$ cat config.mk
export PLATFORM = sky130hd
export DESIGN_NAME = rle_block_expander
export DESIGN_NICKNAME = d
export VERILOG_FILES = /design/src/rtl/rle_block_expander.sv
export SDC_FILE = /design/constraint.sdc
export NUM_CORES = 1
export LEC_CHECK = 0
export ABC_AREA = 1
export CAP_MARGIN = 10
export CORE_MARGIN = 2
export CORE_UTILIZATION = 53
export CTS_BUF_LIST = sky130_fd_sc_hd__clkbuf_8
export DETAILED_ROUTE_END_ITERATION = 12
export HOLD_SLACK_MARGIN = 0.03
export PLACE_DENSITY = 0.81
export SYNTH_ARGS = -nofsm -noshare
export SYNTH_HDL_FRONTEND = slang
export SYNTH_SLANG_ARGS = --single-unit
$ cat constraint.sdc
create_clock -name clk -period 3 [get_ports clk]
set_clock_uncertainty 0.1 [all_clocks]
set_input_delay 0.3 -clock clk [delete_from_list [all_inputs] [get_ports clk]]
set_output_delay 0.3 -clock clk [all_outputs]
set_load 0.02 [all_outputs]
$ cat src/rtl/rle_block_expander.sv
// Reads 80-bit run-length words from a synchronous SRAM and expands the packed
// (run, level) symbols into 64-coefficient 8x8 blocks under a valid/ready handshake.
module rle_block_expander #(
  parameter int ADDR_W       = 15,
  parameter int WORD_W       = 80,
  parameter int SYM_PER_WORD = 5,
  parameter int LEVEL_W      = 10
) (
  input  logic                clk,
  input  logic                reset,
  input  logic                start,
  input  logic [ADDR_W:0]     num_words,
  output logic                mem_en,
  output logic [ADDR_W-1:0]   mem_addr,
  input  logic [WORD_W-1:0]   mem_rdata,
  output logic                coef_valid,
  input  logic                coef_ready,
  output logic [LEVEL_W-1:0]  coef_data,
  output logic [5:0]          coef_pos,
  output logic                blk_last,
  output logic                busy,
  output logic                done,
  output logic                err,
  output logic [2:0]          dbg_state
);
  // Handshake: a coefficient moves on a cycle with coef_valid && coef_ready; while
  // coef_valid is high and coef_ready low, coef_data/coef_pos/blk_last hold stable.

  localparam int SYM_W = 6 + LEVEL_W;
  localparam int IDX_W = $clog2(SYM_PER_WORD + 1);
  localparam logic [IDX_W-1:0] IDX_END = IDX_W'(SYM_PER_WORD);

  typedef enum logic [2:0] {
    S_IDLE   = 3'd0,
    S_FETCH  = 3'd1,
    S_WAIT   = 3'd2,
    S_EXPAND = 3'd3,
    S_TAIL   = 3'd4,
    S_DONE   = 3'd5
  } state_t;

  state_t               r_state, w_next_state;
  logic [WORD_W-1:0]    r_word;
  logic [IDX_W-1:0]     r_idx;
  logic [5:0]           r_cnt;
  logic [5:0]           r_pos;
  logic [ADDR_W:0]      r_word_cnt;
  logic [ADDR_W:0]      r_num_words;
  logic                 r_err;

  function automatic logic [SYM_PER_WORD-1:0] pad_flags(input logic [WORD_W-1:0] w);
    logic [SYM_PER_WORD-1:0] f;
    for (int i = 0; i < SYM_PER_WORD; i++)
      f[i] = (w[WORD_W-1-i*SYM_W -: SYM_W] == {SYM_W{1'b1}});
    return f;
  endfunction

  // Index of the first non-PAD symbol at or after 'from'; IDX_END when none is left.
  function automatic logic [IDX_W-1:0] first_real(input logic [SYM_PER_WORD-1:0] pad,
                                                  input logic [IDX_W-1:0] from);
    logic [IDX_W-1:0] r;
    r = IDX_END;
    for (int i = SYM_PER_WORD - 1; i >= 0; i--)
      if (i >= int'(from) && !pad[i]) r = IDX_W'(i);
    return r;
  endfunction

  logic [SYM_PER_WORD-1:0] w_word_pad;
  logic [SYM_W-1:0]        w_cur;
  logic [5:0]              w_run;
  logic [LEVEL_W-1:0]      w_level;
  logic                    w_have_sym, w_is_eob, w_emit_level, w_xfer;
  logic                    w_sym_done, w_ovf, w_word_done, w_last_word;
  logic [IDX_W-1:0]        w_next_idx;

  always_comb begin
    w_word_pad = pad_flags(r_word);
    w_cur      = '0;
    for (int i = 0; i < SYM_PER_WORD; i++)
      if (int'(r_idx) == i) w_cur = r_word[WORD_W-1-i*SYM_W -: SYM_W];
    w_run        = w_cur[SYM_W-1 -: 6];
    w_level      = w_cur[LEVEL_W-1:0];
    w_have_sym   = (r_idx < IDX_END);
    w_is_eob     = (w_run == 6'h3F) && (w_level == '0);
    w_emit_level = w_have_sym && !w_is_eob && (r_cnt == w_run);
    w_xfer       = coef_valid && coef_ready;
    // A zero sent at pos 63 ends the symbol: EOB legitimately, any other run overflowed.
    w_sym_done   = (r_state == S_EXPAND) && w_xfer && (w_emit_level || r_pos == 6'd63);
    w_ovf        = (r_state == S_EXPAND) && w_xfer && !w_emit_level && !w_is_eob
                   && (r_pos == 6'd63);
    w_next_idx   = first_real(w_word_pad, r_idx + 1'b1);
    w_word_done  = (r_state == S_EXPAND)
                   && (!w_have_sym || (w_sym_done && w_next_idx == IDX_END));
    w_last_word  = ((r_word_cnt + 1'b1) == r_num_words);
  end

  always_ff @(posedge clk) begin
    if (reset) r_state <= S_IDLE;
    else       r_state <= w_next_state;
  end

  always_comb begin
    w_next_state = r_state;
    case (r_state)
      S_IDLE:   if (start) w_next_state = (num_words == '0) ? S_DONE : S_FETCH;
      S_FETCH:  w_next_state = S_WAIT;
      S_WAIT:   w_next_state = S_EXPAND;
      S_EXPAND: if (w_word_done) w_next_state = w_last_word ? S_TAIL : S_FETCH;
      S_TAIL:   if (r_pos == 6'd0 || (w_xfer && r_pos == 6'd63)) w_next_state = S_DONE;
      S_DONE:   w_next_state = S_IDLE;
      default:  w_next_state = S_IDLE;
    endcase
  end

  always_ff @(posedge clk) begin
    if (reset) begin
      r_word      <= '0;
      r_idx       <= '0;
      r_cnt       <= '0;
      r_pos       <= '0;
      r_word_cnt  <= '0;
      r_num_words <= '0;
      r_err       <= 1'b0;
    end else begin
      if (r_state == S_IDLE && start) begin
        r_num_words <= num_words;
        r_word_cnt  <= '0;
        r_pos       <= '0;
        r_cnt       <= '0;
        r_idx       <= '0;
        r_err       <= 1'b0;
      end
      if (r_state == S_WAIT) begin
        r_word <= mem_rdata;
        r_idx  <= first_real(pad_flags(mem_rdata), '0);
        r_cnt  <= '0;
      end
      if (w_xfer) r_pos <= r_pos + 6'd1;
      if (r_state == S_EXPAND && w_xfer) begin
        if (w_sym_done) begin
          r_cnt <= '0;
          r_idx <= w_next_idx;
        end else begin
          r_cnt <= r_cnt + 6'd1;
        end
      end
      if (w_word_done) r_word_cnt <= r_word_cnt + 1'b1;
      // A truncated block (stream ends mid-block) is a format error, as is a run overflow.
      if (w_ovf || (r_state == S_TAIL && r_pos != 6'd0)) r_err <= 1'b1;
    end
  end

  always_comb begin
    mem_en     = (r_state == S_FETCH);
    mem_addr   = (r_state == S_FETCH) ? r_word_cnt[ADDR_W-1:0] : '0;
    coef_valid = ((r_state == S_EXPAND) && w_have_sym) || ((r_state == S_TAIL) && r_pos != 6'd0);
    coef_data  = ((r_state == S_EXPAND) && w_emit_level) ? w_level : '0;
    coef_pos   = coef_valid ? r_pos : 6'd0;
    blk_last   = coef_valid && (r_pos == 6'd63);
    busy       = (r_state == S_FETCH) || (r_state == S_WAIT) ||
                 (r_state == S_EXPAND) || (r_state == S_TAIL);
    done       = (r_state == S_DONE);
    err        = r_err;
    dbg_state  = r_state;
  end

endmodule
==> summary.md <==
| Metric | Value |
|---|---|
| Initial Utilization | `a little over half` |
| Clock Path Buffers | `2` |
| Max-slew violations | `0` |
| Setup violations, final | `9` |
| Status | `finished, violations left` |
| Synth cell types | `41` |
| Largest net degree at the start of global routing | `161` |
| Vias in the first global route | `around 7.4k` |
| Max Clk Rate | `~0.33 GHz` |
| Number of synthesized register bits | `131` |
| Hold depth | `3` |
| Tightest Pin Transition | `778.0 ps` |
| Fraction of layout cells with a size suffix above 1 | `14.77%` |
| Worst endpoint data arrival time | `2620 ps` |
| Vias | `about 8.3k` |
| Total Routing Usage GR | `29.99%` |
| Port-buffer cells | `between 100 and 150` |
| Post-DP Area | `9274 um2` |
| Grt ovf | `0` |
| Final hold vios | `0` |
| Sequential share of the synthesized area | `34.85%` |
| Clock slew at reported path FFs | `80 ps` |
| Antenna violation net count after detailed routing | `0` |
| Initial DRC count | `798` |
| Cells after Synth | `1,148` |
| WHS | `356.6 ps` |
| Avg Cell Area, Syn | `6.555 um2` |
| Final GP Congestion | `0.9105` |
| Core Area | `13,880 um2` |
| Commonest non-fill, non-tap cell in the layout | `nand2_1` |
| Number of max-cap violations | `0` |
| Pre-antenna DRT Iters | `6` |
| First-pass GRT wire length | `35.86 mm` |
| Area grow syn2layout | `33.55%` |
| Final Non-Filler Cells | `1,500` |
| Die width | `123.2 um` |
| DRC viols | `0` |
| Die ar. | `15,170 um2` |
| Ant diodes | `0` |
| Worst-skew pair later-pin latency | `460 ps` |
| Worst r2r path cells | `22` |
| Most frequent cells in the layout | `nand2_1 (181), inv_1 (164), a21oi_1 (137)` |
| Initial antenna violation count | `0` |
| Vias per std cell | `approximately 5.5` |
| Max Fanout on Critical Path | `7` |
| Final WL | `22.80 mm` |
| Total power divided by cell area | `582.7 nW/um2` |
| H-tree depth | `4` |
| P_leak | `around 3.8 nW` |
| Synth area leader | `dfxtp_1` |
| Max-slew headroom | `47.66%` |
| Critical path startpoint category | `flop` |
| CTS Buf Count | `17` |
| Worst min-delay path category | `in2reg` |
| Row count | `43` |
| Max VDD drop | `0.4134 mV` |
| Post-layout util | `72.40%` |
| # hold bufs at CTS | `0` |
| Final Cell Area | `10,050 um2` |
| Mapped cell area | `around 7500 um2` |
| Total of warnings raised by yosys | `0` |
| Net count, final | `between 1k and 1.5k` |
| Top post-synthesis cells by area | `dfxtp_1 (35%), nand2_1 (10%), a21oi_1 (9.8%)` |
| HPWL after detailed placement | `16.64 mm` |
| Final Critical Period | `3024 ps` |
| Worst setup EP type | `primary output` |
| Syn_nets | `1,258` |
| TritonCTS Sinks | `131` |
| Post-synth top area share | `between 30% and 40%` |
| I/O pin cnt | `140` |
| Drt wl/cell | `about 15 um` |
| CTS tree | `done` |
| Crit path kind | `reg2out` |
| Final Cycle Share | `100.8%` |
| Setup WS pre-CTS | `-152.7 ps` |
| Root Buffer | `clkbuf_8` |
| Placed Cells | `1,461` |
| Final setup margin | `-24.42 ps` |
| Unrepaired setup endpoints after global routing | `true` |
| WP data required | `2600 ps` |
| Failing checks | `negative setup slack` |
| Die height | `123.2 um` |
## flip-flops by register name, summed over array words and instances (netlist names)
name and flops:
dbg_state 3, err 1, r_cnt 6, r_idx 3, r_num_words 16, r_pos 6, r_word 80, r_word_cnt 16
## worst max-delay path, stage by stage (launching register included)
cell and delay [ps]:
dfxtp_4 370, inv_4 80, ha_4 150, inv_4 40, nor2_4 130, buf_6 140, nand2_1 60, o21ai_2 60
nand2_1 120, nand2_2 100, nand2_2 70, nand2_1 80, nor2_2 50, nand2_1 60, nor2_2 40, nand2_2 90
nand3_4 100, buf_6 160, a21oi_4 130, buf_6 130
## routing by layer
metal / share of wire (%) / vias to the layer above / track usage (%)
met2: 44 / 361 / 45.88
met3: 8.8 / 43 / 5.489
li1: - / 4113 / -
met4: 1.6 / 0 / 8.807
met5: 0 / - / 0
met1: 45 / 3796 / 43.05
## timing repair
item | CTS | global route
pin swaps | 18 | 24
setup endpoints to repair | 10 | 20
buffers inserted | 3 | 2
resized for setup | 99 | 53
gates cloned | 3 | 0
## synthesized netlist by cell type, drive strengths merged
cell type / number
nand4: 32
a31oi: 3
a21boi: 1
or2: 2
nor2: 81
a221oi: 3
o211ai: 1
inv: 177
ha: 10
a211oi: 1
nand3b: 9
nand3: 68
a21oi: 150
nand2: 213
a41oi: 1
buf: 11
o22ai: 1
clkbuf: 40
o41ai: 1
xor2: 16
nor3: 16
or4: 1
clkinv: 10
nor4: 26
xnor3: 1
dfxtp: 131
o21ai: 142
## per-stage QoR
step	TNS, ps	power [mW]
final	-110.0	5.856
after floorplan	0	3.474
after global routing	-1269	6.168
after detailed placement	-1215	4.180
after global placement	-215.3	4.135
after CTS	0	5.749
## final timing paths
check                     to  slack [ps]           from
max             coef_data[1]         -20       r_idx[1]
min          r_num_words[10]         360  num_words[10]
max reg2reg   r_word_cnt[12]         230       r_idx[1]
min reg2reg       r_word[69]         370     r_word[69]
## kinds of logic after synthesis
group / share of synthesized area, %
AO/OA/AOI/OAI: 20.74
XOR/XNOR: 2.162
adder cells (fa/ha/maj): 1.663
buffers and inverters: 12.77
flip-flops: 34.85
AND/OR/NAND/NOR: 27.82
## cell type report
type                       instances  area [um2]
clock buffer                      22       302.8
clock inverter                     9       103.9
fill                            1113        3831
inverter                         187       715.7
multi-input combinational        780        4217
sequential                       131        2630
tap                              180       225.2
timing repair buffer             190        1848
timing repair inverter             1       7.507
## power breakdown
| group | leakage, nW | internal (mW) | switching (mW) |
|---|---|---|---|
| logic | 2.54 | 0.732 | 1.29 |
| clock network | 0.200 | 0.838 | 0.696 |
| registers | 1.07 | 2.12 | 0.187 |
Power figures use the tool's default switching activity.
